--- config.mk ---
export PLATFORM = sky130hd
export DESIGN_NAME = regfile_scoreboard
export DESIGN_NICKNAME = d
export VERILOG_FILES = /design/src/rtl/regfile_scoreboard.sv
export SDC_FILE = /design/constraint.sdc
export NUM_CORES = 2
export LEC_CHECK = 0
export CAP_MARGIN = 40
export CELL_PAD_IN_SITES_DETAIL_PLACEMENT = 0
export CELL_PAD_IN_SITES_GLOBAL_PLACEMENT = 1
export CORE_MARGIN = 5
export CORE_UTILIZATION = 50
export CTS_CLUSTER_SIZE = 24
export DETAILED_ROUTE_END_ITERATION = 16
export GPL_TIMING_DRIVEN = 0
export PLACE_DENSITY_LB_ADDON = 0.08
export SYNTH_ARGS = -nofsm -noshare
export SYNTH_HDL_FRONTEND = slang
export SYNTH_SLANG_ARGS = --single-unit
--- constraint.sdc ---
create_clock -name clk -period 46.7 [get_ports clk]
set_input_delay 9.34 -clock clk [delete_from_list [all_inputs] [get_ports clk]]
set_output_delay 9.34 -clock clk [all_outputs]
set_load 0.01 [all_outputs]
--- src/rtl/regfile_scoreboard.sv ---
// ============================================================================
// Module   : regfile_scoreboard
// Brief    : Register file with two combinational read ports, one write port with
//            same-cycle bypass, and a per-register busy scoreboard for hazard stalls.
// Revision : 1.0 - initial release
// ============================================================================
`default_nettype none

module regfile_scoreboard #(
    parameter int DATA_W   = 32,
    parameter int ADDR_W   = 5,
    parameter int ZERO_REG = 1
) (
    input  logic              clk,
    input  logic              rst,
    input  logic [ADDR_W-1:0] rs,
    input  logic [ADDR_W-1:0] rt,
    input  logic [ADDR_W-1:0] write_reg,
    input  logic              RegWrite,
    input  logic [DATA_W-1:0] write_data,
    input  logic [ADDR_W-1:0] reserve_reg,
    input  logic              Reserve,
    output logic [DATA_W-1:0] a,
    output logic [DATA_W-1:0] b,
    output logic              a_busy,
    output logic              b_busy,
    output logic              stall,
    output logic [ADDR_W:0]   busy_count
);

    localparam int c_DEPTH = 1 << ADDR_W;

    logic [DATA_W-1:0] regs_q [c_DEPTH];
    logic [DATA_W-1:0] regs_d [c_DEPTH];
    logic [c_DEPTH-1:0] busy_q;
    logic [c_DEPTH-1:0] busy_d;
    logic [ADDR_W:0]    busy_count_q;
    logic [ADDR_W:0]    busy_count_d;

    // One bit per register: 0 marks the hardwired-zero register.
    logic [c_DEPTH-1:0] w_writable;

    logic w_wr_en;
    logic w_rsv_en;
    logic w_bypass_a;
    logic w_bypass_b;

    generate
        if (ZERO_REG != 0) begin : g_zero_reg
            assign w_writable = {{(c_DEPTH-1){1'b1}}, 1'b0};
        end else begin : g_no_zero_reg
            assign w_writable = {c_DEPTH{1'b1}};
        end
    endgenerate

    assign w_wr_en    = RegWrite && w_writable[write_reg];
    assign w_rsv_en   = Reserve  && w_writable[reserve_reg];
    assign w_bypass_a = w_wr_en && (write_reg == rs);
    assign w_bypass_b = w_wr_en && (write_reg == rt);

    // Reserve is applied after the write so it wins on a same-register collision.
    always_comb begin
        regs_d       = regs_q;
        busy_d       = busy_q;
        busy_count_d = '0;
        if (w_wr_en) begin
            regs_d[write_reg] = write_data;
            busy_d[write_reg] = 1'b0;
        end
        if (w_rsv_en) begin
            busy_d[reserve_reg] = 1'b1;
        end
        for (int i = 0; i < c_DEPTH; i++) begin
            busy_count_d = busy_count_d + {{ADDR_W{1'b0}}, busy_d[i]};
        end
    end

    always_ff @(posedge clk or posedge rst) begin
        if (rst) begin
            for (int i = 0; i < c_DEPTH; i++) begin
                regs_q[i] <= '0;
            end
            busy_q       <= '0;
            busy_count_q <= '0;
        end else begin
            regs_q       <= regs_d;
            busy_q       <= busy_d;
            busy_count_q <= busy_count_d;
        end
    end

    // Outputs are forced quiet while reset is held, including the bypass path.
    always_comb begin
        a      = '0;
        b      = '0;
        a_busy = 1'b0;
        b_busy = 1'b0;
        if (!rst) begin
            if (w_bypass_a) begin
                a = write_data;
            end else if (w_writable[rs]) begin
                a = regs_q[rs];
            end
            if (w_bypass_b) begin
                b = write_data;
            end else if (w_writable[rt]) begin
                b = regs_q[rt];
            end
            a_busy = busy_q[rs] && !w_bypass_a;
            b_busy = busy_q[rt] && !w_bypass_b;
        end
    end

    assign stall      = a_busy || b_busy;
    assign busy_count = busy_count_q;

endmodule

`default_nettype wire

Yosys cells after proc, flatten, opt, wreduce, memory -nomap -nowiden:

Memory sizes are Yosys's and may differ from the RTL's.
Index checks and enable logic that the tools add are counted.

* latch bits: 0
* register bits: 1062
* memories: 4
* ROM bits: 128
* logic and storage cells: 130
* memory bits (writable): 0

* multipliers: 0
* bitwise operators: 6
* divide/modulo/power cells: 0
* add/subtract/negate cells: 31
* equality and inequality tests: 2
* magnitude comparators: 10
* mux-type cells: 31
* shift-type cells: 0
* reductions and logical operators: 12

Memories
* (no name shown): words 32, bits a word 1, read ports 1, clocked after Yosys merged registers in 0, write ports 0, line 106 `end else if (w_writable[rt]) begin`
* (no name shown): words 32, bits a word 1, read ports 1, clocked after Yosys merged registers in 0, write ports 0, line 101 `end else if (w_writable[rs]) begin`
* (no name shown): words 32, bits a word 1, read ports 1, clocked after Yosys merged registers in 0, write ports 0, line 57 `assign w_rsv_en = Reserve && w_writable[reserve_reg];`
* (no name shown): words 32, bits a word 1, read ports 1, clocked after Yosys merged registers in 0, write ports 0, line 56 `assign w_wr_en = RegWrite && w_writable[write_reg];`

Operators with widths (count)
* $bwmux 1024: 1
* $mux 32: 13
* $bmux 32 s5: 2
* $demux 32 s5: 1
* $add 6x1->6: 26
* $and 32x32->32: 1
* $not 32->32: 1
* $or 32x32->32: 1
* $lt 5x6->1 const B: 4
* $ge 6x6->1 const B: 3
* $not 5->6: 3
* $bmux 1 s5: 2
* $demux 1 s5: 2
* $eq 5x5->1: 2
* $ge 5x1->1 const B: 2
* $mux 1: 10
* $logic_and 1x1->1: 9
* $add 5x1->6: 1
* $lt 6x1->1 const B: 1
* $add 4x1->5: 1
* $add 3x1->4: 1
* $add 2x1->3: 1
* $add 1x1->2: 1
* $logic_not 1->1: 2
* $logic_or 1x1->1: 1

Longest topological paths before layout:

* depth after elaboration: 40
* mapped depth: 23
* gate-level depth less buffers: 20

Worst setup path before layout:

OpenSTA, ideal clock, no wires.

* kind: in2out
* from: input port rst
* to: output port a[13]
* data required time: 37.360 ns
* buffers on the path: 2
* arrival time: 34.442 ns
* cell stages on the path: 5
* slack: 2.918 ns
* cell sequence: inv_1 and4_1 clkbuf_1 clkbuf_1 a221o_1

* longest elaborated chain between the ends: 1

RTL lines
* start, declared: line 15 `input logic rst,`
* $mux 32: line 98 `if (!rst) begin`
* end, declared: line 23 `output logic [DATA_W-1:0] a,`

No other way between the ends.

Final worst setup path:

* from: input port rst
* to: output port a[14]

The elaborated chain is that of the path after synthesis.

==> results.sh <==
export IMPL_status="finished clean"
export IMPL_synth_distinct_cells=49
export IMPL_firstDrtPassIters=6
export IMPL_fin_nets=4210
export IMPL_ctsHoldBuffers=0
export IMPL_clk_latency_ns=0.73
export IMPL_cp_required_ns=37.36
export IMPL_maxSlewHeadroom_pct=31.5
export IMPL_hold_viol_final=0
export IMPL_synthFlopType="dfrtp_1"
export IMPL_grt_pass1_vias=39800
export IMPL_yosysTopAreaCellShare_pct=46.4
export IMPL_grt_usage_pct=34.7
export IMPL_critPathMaxStageDelay_ns=0.66
export IMPL_io_buffers=115
export IMPL_cap_violations=0
export IMPL_drive_above_1_share_pct=43.9
export IMPL_finalSetupTns_ns=0
export IMPL_netlist_instances=3803
export IMPL_cp_end_kind="output pin"
export IMPL_ys_top_cells_by_count="dfrtp_1, mux2_2, mux4_2"
export IMPL_numPlacedInstances=5513
export IMPL_hp_class="flop to flop"
export IMPL_ys_seq_area_share_pct=46.4
export IMPL_tightest_slew_ns=1.03
export IMPL_wl_per_cell_um=36.8
export IMPL_ys_ff_latch=1062
export IMPL_grt_pass1_wl_mm=297
export IMPL_clock_root_buffer="clkbuf_16"
export IMPL_grt_start_max_net_pins=115
export IMPL_synthArstFlopShare_pct=100
export IMPL_path_cells="clkdlybuf4s50_1 > inv_8 > buf_16 > buf_16 > and4_1 > clkbuf_1 > clkbuf_1 > a221o_1 > clkdlybuf4s50_1"
export IMPL_fin_cells=5733
export IMPL_die_h_um=348
export IMPL_avgSynthCellArea_um2=15.1
export IMPL_multiInputGateArea_um2=28600
export IMPL_final_period_utilization_pct=49.9
export IMPL_setup_violations=0
export IMPL_finalClockSkew_ns=0.0273
export IMPL_ys_top_cells_by_area="dfrtp_1, mux4_2, mux2_2"
export IMPL_critical_path_top_delay_family="buffers and inverters"
export IMPL_die_area_um2=121000
export IMPL_gp_congestion=0.992
export IMPL_clkSinkCount=1062
export IMPL_cts_buffers=119
export IMPL_dp_slack_ns=23.47
export IMPL_synth_area_um2=57200
export IMPL_via_per_inst=6.79
export IMPL_yosys_area_top_type="dfrtp_1"
export IMPL_criticalPathCategory="input pin to output pin"
export IMPL_rsz0062_at_grt="false"
export IMPL_chipWidth_um=348
export IMPL_regArea_um2=26600
export IMPL_wl_mm=211
export IMPL_synth_nets=3890
export IMPL_via_count=38900
export IMPL_ant_nets=0
export IMPL_cts_resized_gates=0
export IMPL_drv_slew=0
export IMPL_power_leakage_nw=28.4
export IMPL_antenna_found_initial=9
export IMPL_cts_max_path_buffers=3
export IMPL_overflow=0
export IMPL_post_route_drc_count=0
export IMPL_initial_utilization_pct=50.2
export IMPL_cts_tree="done"
export IMPL_ys_warn_count=0
export IMPL_vdd_drop_max_mv=0.255
export IMPL_drtIter0Drc=4249
export IMPL_setup_ws_ns=23.38
export IMPL_post_cts_buffers=0
export IMPL_critPathArrivalTime_ns=13.98
export IMPL_fmax_mhz=42.9
export IMPL_worstPathMaxFanout=99
export IMPL_cp_start_kind="input pin"
export IMPL_fillers=9162
export IMPL_core_area_um2=114000
export IMPL_yosysMostFrequentCell="dfrtp_1"
export IMPL_power_density_nw_per_um2=47.6
export IMPL_ios=129
export IMPL_area_growth_pct=14.7
export IMPL_dp_hpwl_mm=157
export IMPL_cp_buffers_inverters=7
export IMPL_ctsHtreeMaxLevel=3
export IMPL_crit_path_top_delay_cell="clkdlybuf4s50_1"
export IMPL_path_clk_slew_ns=0.06
export IMPL_synth_edff_count=0
export IMPL_rows=124
export IMPL_min_period_ns=23.32
## placed cells by master, fill, tap and decap left out, drive strengths merged, types with 3 or more instances in the layout
cell type      instances
clkinv                20
inv                   47
a22oi                129
o21ai                 18
and3                   4
a211oi               128
clkinvlp               4
mux4                 526
mux2i                 76
diode                  3
mux2                 996
nor2                  24
dfrtp               1062
a32o                   5
a22o                   5
buf                  294
clkbuf               408
bufinv                14
clkdlybuf4s50        115
nor3b                  4
xor2                   9
nand3                  7
xnor2                  4
nand3b                 5
nor2b                 75
fa                    24
and4                   3
or2                    4
ha                     7
nand2                106
a21oi                  4
a221o                 64
## worst register-to-register path, delay by kind of cell, from the launching register on
family                     cells  cell delay, ns
xor gates and xnor gates       1            0.14
DFF                            1            0.42
AOI/OAI and AO/OA              3            0.69
buffers and inverters          1            0.06
adders and majority gates      8            3.74
## registers in the layout (all words and copies together), names as in the netlist
name / cells
busy_count: 6
busy_q: 32
regs_q: 1024
## per-layer routing
layer  up-vias  track usage, %  wire [um]
met3       509            7.32      17300
li1      15400               -          -
met4         4            17.7      13500
met5         -               0         27
met2      1913            54.5      97800
met1     21100            46.2      82300
## cell families (layout without fill, tap and decap cells)
group	count (synthesis)	after routing	synth area share [%]
buffers and inverters	487	902	3.57
AND/OR/NAND/NOR	246	246	2.17
other	0	3	0
flip-flops	1062	1062	46.4
AO/OA/AOI/OAI	366	366	5.03
multiplexers	1598	1598	41.6
XOR/XNOR	13	13	0.199
adder cells (fa/ha/maj)	31	31	0.992
## stage by stage
step | power [mW] | hold slack, ns | utilization, % | area, um2
floorplan | 1.85 | 0.441 | - | 57200
global placement | 2.12 | 0.453 | 52.9 | 60300
detailed placement | 2.14 | 0.465 | 53.9 | 61500
CTS | 3.14 | 0.481 | 57.6 | 65600
global route | 3.27 | 0.496 | 57.6 | 65700
finish | 3.13 | 0.475 | 57.6 | 65700
## layout make-up
type | count | share of cell area [%]
Timing Repair Buffer | 199 | 3.64
Antenna cell | 3 | 0.0114
Buffer | 443 | 2.86
Clock inverter | 41 | 0.878
Sequential cell | 1062 | 40.5
Inverter | 44 | 0.263
Multi-Input combinational cell | 2254 | 43.6
Tap cell | 1512 | 2.88
Clock buffer | 175 | 5.40
## power breakdown
part / internal (mW) / switching [mW] / leakage (nW)
logic: 0.470 / 0.425 / 12.7
registers: 1.11 / 0.126 / 13.6
clock network: 0.598 / 0.401 / 2.03
## worst paths after layout
path	from	endpoint	slack [ns]	depth (start not counted)
min	regs_q[995]	regs_q[995]	0.47	1
min in group asynchronous	rst	busy_q[21]	9.38	2
max reg2reg	busy_q[25]	busy_count[4]	41.54	13
max in group asynchronous	rst	regs_q[244]	34.81	6
min reg2reg	regs_q[995]	regs_q[995]	0.47	1
max	rst	a[14]	23.38	9
No activity file was read; power rests on OpenSTA's default activity.
